===== src/rtl/serv_wb_nibble_bridge.sv =====
// Wishbone-classic slave that serialises each bus cycle into a 4-bit command stream
// and reassembles 4-bit read-response nibbles into 32-bit read data.
module serv_wb_nibble_bridge #(
   parameter int ADDR_NIBBLES = 8,
   parameter int TIMEOUT      = 255
) (
   input  logic        clk,
   input  logic        i_rst,
   input  logic [31:0] i_wb_adr,
   input  logic [31:0] i_wb_dat,
   input  logic [3:0]  i_wb_sel,
   input  logic        i_wb_we,
   input  logic        i_wb_cyc,
   output logic [31:0] o_wb_rdt,
   output logic        o_wb_ack,
   output logic [3:0]  o_cmd_dat,
   output logic        o_cmd_valid,
   input  logic        i_cmd_ready,
   input  logic [3:0]  i_rsp_dat,
   input  logic        i_rsp_valid,
   output logic        o_err
);

   localparam int TMO_W = (TIMEOUT < 2) ? 1 : $clog2(TIMEOUT + 1);

   typedef enum logic [2:0] {IDLE, HDR, ADDR, SEL, WDATA, RESP, ACK} state_t;

   state_t           state;
   logic             guard;
   logic [2:0]       cnt;
   logic [TMO_W-1:0] tmo_cnt;
   logic [31:0]      adr_r;
   logic [31:0]      dat_r;
   logic [3:0]       sel_r;
   logic             we_r;
   logic [31:0]      asm_r;
   logic             start;
   logic             rsp_last;
   logic             tmo_hit;

   function automatic logic [3:0] nib(input logic [31:0] w, input logic [2:0] idx);
      return w[{idx, 2'b00} +: 4];
   endfunction

   // guard blocks a new launch in the cycle right after ack, while the master still holds cyc
   assign start    = (state == IDLE) && !guard && i_wb_cyc;
   assign rsp_last = i_rsp_valid && (cnt == 3'd7);
   assign tmo_hit  = (TIMEOUT != 0) && (tmo_cnt == TMO_W'(TIMEOUT - 1));

   always_ff @(posedge clk) begin
      if (start) begin
         adr_r <= i_wb_adr;
         dat_r <= i_wb_dat;
         sel_r <= i_wb_sel;
         we_r  <= i_wb_we;
      end
   end

   always_ff @(posedge clk) begin
      if (state == RESP && i_rsp_valid)
         asm_r <= {asm_r[27:0], i_rsp_dat};
   end

   always_ff @(posedge clk) begin
      if (i_rst) begin
         state       <= IDLE;
         guard       <= 1'b0;
         cnt         <= 3'd0;
         tmo_cnt     <= '0;
         o_cmd_valid <= 1'b0;
         o_cmd_dat   <= 4'h0;
         o_wb_ack    <= 1'b0;
         o_err       <= 1'b0;
         o_wb_rdt    <= 32'h0;
      end else begin
         case (state)
            IDLE: begin
               guard <= 1'b0;
               if (start) begin
                  state       <= HDR;
                  o_cmd_valid <= 1'b1;
                  o_cmd_dat   <= {1'b1, i_wb_we, 2'b00};
               end
            end
            HDR: if (i_cmd_ready) begin
               state     <= ADDR;
               cnt       <= 3'(ADDR_NIBBLES - 1);
               o_cmd_dat <= nib(adr_r, 3'(ADDR_NIBBLES - 1));
            end
            ADDR: if (i_cmd_ready) begin
               if (cnt == 3'd0) begin
                  if (we_r) begin
                     state     <= SEL;
                     o_cmd_dat <= sel_r;
                  end else begin
                     state       <= RESP;
                     o_cmd_valid <= 1'b0;
                     o_cmd_dat   <= 4'h0;
                     tmo_cnt     <= '0;
                  end
               end else begin
                  cnt       <= cnt - 3'd1;
                  o_cmd_dat <= nib(adr_r, cnt - 3'd1);
               end
            end
            SEL: if (i_cmd_ready) begin
               state     <= WDATA;
               cnt       <= 3'd7;
               o_cmd_dat <= dat_r[31:28];
            end
            WDATA: if (i_cmd_ready) begin
               if (cnt == 3'd0) begin
                  state       <= ACK;
                  o_cmd_valid <= 1'b0;
                  o_cmd_dat   <= 4'h0;
                  o_wb_ack    <= 1'b1;
               end else begin
                  cnt       <= cnt - 3'd1;
                  o_cmd_dat <= nib(dat_r, cnt - 3'd1);
               end
            end
            RESP: begin
               // a final nibble in the same cycle as the timeout wins
               if (rsp_last) begin
                  state    <= ACK;
                  o_wb_ack <= 1'b1;
                  o_wb_rdt <= {asm_r[27:0], i_rsp_dat};
                  cnt      <= 3'd0;
               end else begin
                  if (i_rsp_valid)
                     cnt <= cnt + 3'd1;
                  if (tmo_hit) begin
                     state    <= ACK;
                     o_wb_ack <= 1'b1;
                     o_err    <= 1'b1;
                     o_wb_rdt <= 32'hFFFF_FFFF;
                     cnt      <= 3'd0;
                  end else begin
                     tmo_cnt <= tmo_cnt + 1'b1;
                  end
               end
            end
            ACK: begin
               o_wb_ack <= 1'b0;
               o_err    <= 1'b0;
               guard    <= 1'b1;
               state    <= IDLE;
            end
            default: state <= IDLE;
         endcase
      end
   end

endmodule

===== config.mk =====
export PLATFORM = sky130hd
export DESIGN_NAME = serv_wb_nibble_bridge
export DESIGN_NICKNAME = d
export VERILOG_FILES = /design/src/rtl/serv_wb_nibble_bridge.sv
export SDC_FILE = /design/constraint.sdc
export NUM_CORES = 1
export LEC_CHECK = 0
export CORE_MARGIN = 2
export CORE_UTILIZATION = 45
export DETAILED_ROUTE_END_ITERATION = 7
export DONT_BUFFER_PORTS = 1
export MAX_ROUTING_LAYER = met4
export PLACE_DENSITY = 0.67
export SETUP_SLACK_MARGIN = 0.3
export SYNTH_ARGS = -nofsm -noshare
export SYNTH_HDL_FRONTEND = slang
export SYNTH_SLANG_ARGS = --single-unit

===== constraint.sdc =====
create_clock -name clk -period 4.7 [get_ports clk]
set_clock_uncertainty 0.05 [all_clocks]
set_input_delay 1.175 -clock clk [delete_from_list [all_inputs] [get_ports clk]]
set_output_delay 1.175 -clock clk [all_outputs]
set_load 0.01 [all_outputs]

==> out/summary.txt, run 1 <==
STATUS
---------------------------------------------------------------------------------------
Outcome .................................................................. finished, final reports clean

DRT
---------------------------------------------------------------------------------------
WL/cell .................................................................. 17.4 microns
Vias post-DR .............................................................        3,718
Vias per std cell ........................................................         5.43
Detailed-route wire length ............................................... 11,900 microns
DR DRC count .............................................................            0
Number of violations reported at the end of detailed-routing iteration 0 .          186
Remaining antenna violation count after routing ..........................            0
Count of TritonRoute iterations in the first routing pass ................            4

POWER AND IR DROP
---------------------------------------------------------------------------------------
Sequential share of power ................................................        47.9%
Internal power component .................................................      2.51 mW
Leak .....................................................................      2.26 nW
Worst VDD drop ...........................................................     0.344 mV
Switching fraction of total power ........................................        25.2%
Relative contribution of the clock network to total power ................        39.6%
NetSw ....................................................................       845 uW
Part of the power in combinational logic .................................        12.6%
Power per Cell Area ......................................................  494 nW/um^2

SYNTH
---------------------------------------------------------------------------------------
Number of warnings issued by yosys .......................................            0
Post-Synthesis Mean Instance Area ........................................   12.3 sq um
Number of synthesized flops with an enable pin ...........................           97
Unique cell type count in the Yosys netlist ..............................           50
Combined area of all synthesized cells ...................................   6060 sq um
Cell type with the highest aggregate area in the netlist .................     edfxtp_1
Share of the yosys chip area belonging to registers ......................        65.9%
Net count of the mapped netlist ..........................................          578
Synth Flop Type ..........................................................     edfxtp_1
Cell count after synthesis ...............................................          494
Share of flip-flops with an asynchronous set or reset after synthesis ....           0%
Most used standard cells in the synthesized netlist ...................... 97 x edfxtp_1, 90 x nor2_1, 54 x dfxtp_1
Top-count cell post-synth ................................................     edfxtp_1
Number of flip-flops and latches in the synthesized netlist ..............          151
Area share of the leading cell type in the synthesized netlist ...........        48.0%
Main area contributors after synthesis ................................... edfxtp_1 48%, dfxtp_1 18%, nor2_1 5.6%

WORST SETUP PATH
---------------------------------------------------------------------------------------
Maximum net fanout on the critical path ..................................           13
Crit path required time ..................................................      4.93 ns
Kind of critical path ....................................................   reg -> reg
Data arrival, critical path ..............................................      3.09 ns
Kind of end point of the critical path ...................................     register
Sort of element at the start of the critical path ........................     register

STA
---------------------------------------------------------------------------------------
Setup repair after global routing missed its margin ......................        false
Final setup margin .......................................................      1.84 ns
Peak clock frequency supported by timing .................................      350 MHz
Minimum clock period .....................................................      2.86 ns
Max transition margin ....................................................        13.7%
Setup TNS ................................................................         0 ns
Final worst path period share ............................................        60.8%
Pins over their slew limit ...............................................            0
Final setup viols ........................................................            0
Final Hold Fails .........................................................            0
Worst-margin pin slew ....................................................      1.30 ns

FLOORPLAN
---------------------------------------------------------------------------------------
Area of the die .......................................................... 14,400 sq um
Die Span Y ...............................................................  120 microns
Die X ....................................................................  120 microns
Row count ................................................................           42
Number of top-level pins .................................................          117
Starting Density .........................................................        46.0%
Core footprint ........................................................... 13,200 sq um

CTS
---------------------------------------------------------------------------------------
Worst skew pair latency ..................................................      0.42 ns
Number of buffers inserted for hold repair after clock tree synthesis ....            0
Total CTS buffers ........................................................           17
Cells resized by post-CTS repair .........................................            0
Number of buffers between clock root and the deepest sink ................            2
Number of H-tree branching levels ........................................            4
Clock tree from TritonCTS ................................................        built
Sinks on the clock net ...................................................          151
Clock-pin slew of the registers on the worst-case setup and hold paths ...      0.06 ns
Buffers inserted by post-CTS timing repair ...............................            0
CTS Root Cell ............................................................    clkbuf_16

GLOBAL ROUTE
---------------------------------------------------------------------------------------
Leftover overflow at the end of global routing ...........................            0
Number of antenna violations at the first check in global routing ........            0
First-pass GRT wire length ............................................... 18,800 microns
GRT Util Overall .........................................................        17.8%
Pin count of the biggest net entering global routing .....................           49
Number of global-route vias before repair ................................        3,673

PLACE
---------------------------------------------------------------------------------------
Setup slack after placement ..............................................      1.79 ns
RD Place Congestion ......................................................        0.886
Number of buffers added on ports .........................................            0
Half-perimeter wire length after detailed placement ...................... 8240 microns

WORST HOLD PATH
---------------------------------------------------------------------------------------
Worst min-delay path class ...............................................   reg -> reg

LAYOUT
---------------------------------------------------------------------------------------
Relative area change from synthesis to final layout ......................        12.0%
Count of nets after finishing ............................................          580
Ant. Diodes ..............................................................            0
Layout cell share with drive strength beyond 1 ...........................        9.43%

FLOW RUN
---------------------------------------------------------------------------------------
Max Cap Viol .............................................................            0

-- cell families (layout without fill, tap and decap cells) --
| group | count (synthesis) | count (layout) | synth area share (%) |
|---|---|---|---|
| xor gates and xnor gates | 7 | 7 | 1.01 |
| DFF | 151 | 151 | 65.9 |
| and+or+nand+nor | 188 | 188 | 14.4 |
| adders and majority gates | 6 | 6 | 1.24 |
| buffers and inverters | 33 | 48 | 2.46 |
| muxes | 30 | 30 | 5.78 |
| AOI/OAI and AO/OA | 79 | 79 | 9.25 |
-- power groups by stage --
stage / sequential (mW) / combinational [mW] / clock [mW]
finish: 1.61 / 0.422 / 1.33
global route: 1.62 / 0.472 / 1.41
CTS: 1.61 / 0.426 / 1.35
detailed placement: 1.64 / 0.423 / 0
global placement: 1.63 / 0.414 / 0
floorplan: 1.60 / 0.367 / 0
-- critical path: stages (launching register included) --
cell,delay [ns]
dfxtp_1,0.57
inv_1,0.19
ha_1,0.72
mux4_2,0.41
nand2_1,0.08
a21oi_1,0.06
a2111oi_0,0.46
a2111oi_1,0.16
-- final cells by class --
type | instances | area (sq um)
Timing Repair Buffer | 4 | 30.0
Sequential cell | 151 | 3990
Fill cell | 1120 | 6400
Inverter | 12 | 45.0
Tap cell | 176 | 220
Clock buffer | 21 | 462
Multi-Input combinational cell | 310 | 1920
Clock inverter | 11 | 121
-- sequential cells by signal, indices dropped and copies added (netlist names), 3 cells and up --
| register | flops |
|---|---|
| o_wb_rdt | 32 |
| adr_r | 32 |
| tmo_cnt | 8 |
| asm_r | 28 |
| cnt | 3 |
| dat_r | 32 |
| state | 3 |
| sel_r | 4 |
| o_cmd_dat | 4 |
-- per-stage QoR --
step | instance area [sq um] | utilization, % | hold WS, ns | instances | power [mW]
after floorplan | 6060 | - | 0.377 | 494 | 1.96
after global placement | 6210 | 47.1 | 0.380 | 653 | 2.04
after detailed placement | 6210 | 47.1 | 0.384 | 653 | 2.06
after CTS | 6790 | 51.5 | 0.398 | 685 | 3.39
after global routing | 6790 | 51.5 | 0.403 | 685 | 3.50
final | 6790 | 51.5 | 0.399 | 685 | 3.36
-- final timing paths --
check / from / end / slack (ns) / depth (start not counted)
worst max-delay path: cnt[0] / o_cmd_dat[2] / 1.84 / 7
worst max register to register: cnt[0] / o_cmd_dat[2] / 1.84 / 7
worst min-delay path: asm_r[23] / asm_r[27] / 0.40 / 0
worst min register to register: asm_r[23] / asm_r[27] / 0.40 / 0
-- per-layer routing --
| layer | vias to the layer above | global-route usage (%) | routed length [microns] | share of wire, % |
|---|---|---|---|---|
| met5 | - | - | 0 | 0 |
| met4 | 0 | 7.65 | 187 | 1.6 |
| met3 | 16 | 5.70 | 721 | 6.0 |
| met2 | 102 | 26.8 | 5870 | 49 |
| met1 | 1785 | 22.1 | 5160 | 43 |
| li1 | 1815 | - | - | - |
-- layout by cell type (no fill, tap or decap), types with 3 or more instances in the layout --
cell / instances
a21o_1: 3
mux4_2: 4
ha_1: 6
nor2_1: 90
inv_1: 11
clkbuf_16: 18
nor3_1: 34
dfxtp_1: 54
edfxtp_1: 97
xnor2_1: 5
o21ai_0: 8
buf_4: 4
clkinvlp_4: 4
a211oi_1: 10
nand2_1: 23
a31oi_1: 3
nand2b_1: 6
clkbuf_1: 3
nor2b_1: 4
mux2i_1: 26
a22oi_1: 9
a21oi_1: 27
nand3_1: 16
Power figures use the tool's default switching activity.
==> run 2: changes to the inputs <==
Settings changed: ABC_AREA set to 1.
Clock period 4.7 ns to 2.91 ns, I/O delays scaled along.
==> run 2 against run 1 <==
  * Design area is 4.7% higher
  * Via count is 12% higher
  * Clock power is 69% higher
  * Worst setup slack worse by 1.2 ns
  * Routed wire length is 6.0% higher
  * Critical path depth is 5 higher
  * Die area is 4.0% higher
  * Non-clock buffer count is 3 higher
  * Power is 96% higher
  * Global-route usage is 0.32 points higher
==> out/summary.txt, run 2 <==
STATUS
---------------------------------------------------------------------------------------
Outcome .................................................................. finished, final reports clean

WORST HOLD PATH
---------------------------------------------------------------------------------------
End point of the most critical hold path .................................   tmo_cnt[3]
Origin of the worst min-delay path .......................................        i_rst
WHS Path Cells ...........................................................            1
Worst min-delay path class ...............................................    in -> reg

CTS
---------------------------------------------------------------------------------------
Clock-pin slew of the registers on the worst-case setup and hold paths ...      0.06 ns
Cells resized by post-CTS repair .........................................            0
Number of H-tree branching levels ........................................            4
CTS Root Cell ............................................................    clkbuf_16
Clock tree from TritonCTS ................................................        built
Number of buffers between clock root and the deepest sink ................            2
Buffers inserted by post-CTS timing repair ...............................            0
Sinks on the clock net ...................................................          151
Worst skew pair latency ..................................................      0.41 ns
Number of buffers inserted for hold repair after clock tree synthesis ....            0
Total CTS buffers ........................................................           17

DRT
---------------------------------------------------------------------------------------
Count of TritonRoute iterations in the first routing pass ................            4
Vias per std cell ........................................................         5.11
Vias post-DR .............................................................        4,146
WL/cell .................................................................. 15.6 microns
Detailed-route wire length ............................................... 12,700 microns
DR DRC count .............................................................            0
Remaining antenna violation count after routing ..........................            0
Number of violations reported at the end of detailed-routing iteration 0 .          237

WORST SETUP PATH
---------------------------------------------------------------------------------------
Slowest cell on the critical path ........................................        inv_1
Biggest cell delay along the critical path ...............................      0.40 ns
Most frequent CP cell ....................................................      nand2_1
Maximum net fanout on the critical path ..................................           35
Crit path required time ..................................................      3.20 ns
Critical register-to-register path startpoint ............................       cnt[0]
Crit path cell chain ..................................................... buf_4, inv_2, ha_1, inv_1, nand3_1, nand2_1, nand2_1, nand2_1, nand2_1, nand3_1, nand2_1, a21oi_1
Kind of end point of the critical path ...................................     register
Sort of element at the start of the critical path ........................     register
Number of cell instances on the worst register-to-register path ..........           12
Worst R2R End ............................................................ o_cmd_dat[1]
Data arrival, critical path ..............................................      2.61 ns
Worst reg-to-reg setup slack .............................................      0.59 ns
Kind of critical path ....................................................   reg -> reg

STA
---------------------------------------------------------------------------------------
Max transition margin ....................................................        48.5%
Minimum clock period .....................................................      2.32 ns
Pins over their slew limit ...............................................            0
Setup repair after global routing missed its margin ......................        false
Peak clock frequency supported by timing .................................      432 MHz
Final hold slack .........................................................     0.325 ns
Worst-margin pin slew ....................................................     0.770 ns
Final setup margin .......................................................     0.594 ns
Final setup viols ........................................................            0
Setup TNS ................................................................         0 ns
Final Hold Fails .........................................................            0
Final worst path period share ............................................        79.6%

POWER AND IR DROP
---------------------------------------------------------------------------------------
Sequential share of power ................................................        43.2%
NetSw ....................................................................      2.01 mW
Power Total ..............................................................      6.57 mW
Internal power component .................................................      4.55 mW
Relative contribution of the clock network to total power ................        34.2%
Power per Cell Area ......................................................  924 nW/um^2
Leak .....................................................................      2.98 nW
Part of the power in combinational logic .................................        22.6%
Worst VDD drop ...........................................................     0.478 mV
Switching fraction of total power ........................................        30.7%

SYNTH
---------------------------------------------------------------------------------------
Number of flip-flops and latches in the synthesized netlist ..............          151
Cell count after synthesis ...............................................          617
Top-count cell post-synth ................................................      nand2_1
Most used standard cells in the synthesized netlist ...................... 127 x nand2_1, 97 x edfxtp_1, 92 x inv_1
Unique cell type count in the Yosys netlist ..............................           34
Share of flip-flops with an asynchronous set or reset after synthesis ....           0%
Net count of the mapped netlist ..........................................          701
Number of synthesized flops with an enable pin ...........................           97
Synth Flop Type ..........................................................     edfxtp_1
Post-Synthesis Mean Instance Area ........................................   10.2 sq um
Number of warnings issued by yosys .......................................            0
Cell type with the highest aggregate area in the netlist .................     edfxtp_1
Area share of the leading cell type in the synthesized netlist ...........        46.1%
Share of the yosys chip area belonging to registers ......................        63.3%
Main area contributors after synthesis ................................... edfxtp_1 46%, dfxtp_1 17%, nand2_1 7.6%
Combined area of all synthesized cells ...................................   6310 sq um

FLOORPLAN
---------------------------------------------------------------------------------------
Number of top-level pins .................................................          117
Core footprint ........................................................... 13,800 sq um
Row count ................................................................           43
Starting Density .........................................................        45.8%
Area of the die .......................................................... 15,000 sq um
Die Span Y ...............................................................  122 microns
Die X ....................................................................  122 microns

GLOBAL ROUTE
---------------------------------------------------------------------------------------
Pin count of the biggest net entering global routing .....................           70
Busiest layer in global routing ..........................................         met2
GRT Util Overall .........................................................        18.1%
Met1 routing resource usage after global routing .........................        22.1%
Grt met2 use .............................................................        27.6%
First-pass GRT wire length ............................................... 20,100 microns
Leftover overflow at the end of global routing ...........................            0
Number of global-route vias before repair ................................        3,937
Met3 usage in global routing .............................................        6.55%
Number of antenna violations at the first check in global routing ........            0

LAYOUT
---------------------------------------------------------------------------------------
Layout cell share with drive strength beyond 1 ...........................        10.6%
Count of nets after finishing ............................................          703
Highest-count cells in the layout ignoring fill and taps ................. 126 x nand2_1, 97 x edfxtp_1, 91 x inv_1, 54 x dfxtp_1, 49 x nor2_1
Final core utilization ...................................................        51.6%
Ant. Diodes ..............................................................            0
Post-route insts no fill .................................................          812
Fin area .................................................................   7110 sq um
Leading cell type in the layout, fill and taps excluded ..................      nand2_1
Regs by FF count ......................................................... adr_r: 32 flops, dat_r: 32 flops, o_wb_rdt: 32 flops
Relative area change from synthesis to final layout ......................        12.6%

PLACE
---------------------------------------------------------------------------------------
Setup slack after placement ..............................................     0.503 ns
Number of instances in the placed design .................................          780
Post-detailed-placement cell area ........................................   6490 sq um
RD Place Congestion ......................................................        0.961
Half-perimeter wire length after detailed placement ...................... 8560 microns
Number of buffers added on ports .........................................            0

FLOW RUN
---------------------------------------------------------------------------------------
Max Cap Viol .............................................................            0

==> run 2: final cells by class <==
cell class,count,area [sq um]
Sequential cell,151,3990
Multi-Input combinational cell,340,1810
Clock buffer,18,429
Fill cell,1240,6670
Tap cell,180,225
Inverter,102,400
Clock inverter,14,180
Timing Repair Buffer,7,65.1
==> run 2: cells by family (layout without fill, tap and decap cells) <==
group           Yosys count  after routing  synth area share [%]
buf+inv                 126            141                  8.34
simple gates            244            244                  17.2
xor+xnor                  7              7                 0.971
compound gates           83             83                  9.06
fa+ha+maj                 6              6                  1.19
flops                   151            151                  63.3
==> run 2: critical path, delay by kind of cell, from the launching register on <==
| family | cells | cell delay, ns |
|---|---|---|
| compound gates | 1 | 0.13 |
| fa+ha+maj | 1 | 0.32 |
| simple gates | 7 | 0.54 |
| flops | 1 | 0.33 |
| buf+inv | 3 | 0.86 |
==> run 2: metal layers <==
| metal | wire [microns] | share of wire [%] |
|---|---|---|
| met3 | 961 | 7.6 |
| met1 | 5470 | 43 |
| met4 | 215 | 1.7 |
| met5 | 0 | 0 |
| met2 | 6010 | 47 |
==> run 2: worst max-delay path by stage <==
stage	slack, ns	from	depth (start not counted)	endpoint
2_1_floorplan	0.04	i_wb_cyc	2	adr_r[0]
3_3_place_gp	0.58	i_rsp_valid	6	o_wb_rdt[3]
3_5_place_dp	0.50	i_rsp_valid	6	o_wb_rdt[8]
4_1_cts	0.49	state[1]	7	o_wb_rdt[8]
5_1_grt	0.39	cnt[0]	9	o_cmd_dat[2]
6_report	0.59	cnt[0]	12	o_cmd_dat[1]
==> run 2: power by group through the flow <==
| stage | clock network [mW] | registers (mW) | logic (mW) |
|---|---|---|---|
| 2_1_floorplan | 0 | 2.80 | 1.21 |
| 3_3_place_gp | 0 | 2.87 | 1.46 |
| 3_5_place_dp | 0 | 2.88 | 1.47 |
| 4_1_cts | 2.28 | 2.84 | 1.48 |
| 5_1_grt | 2.36 | 2.87 | 1.68 |
| 6_report | 2.25 | 2.84 | 1.48 |
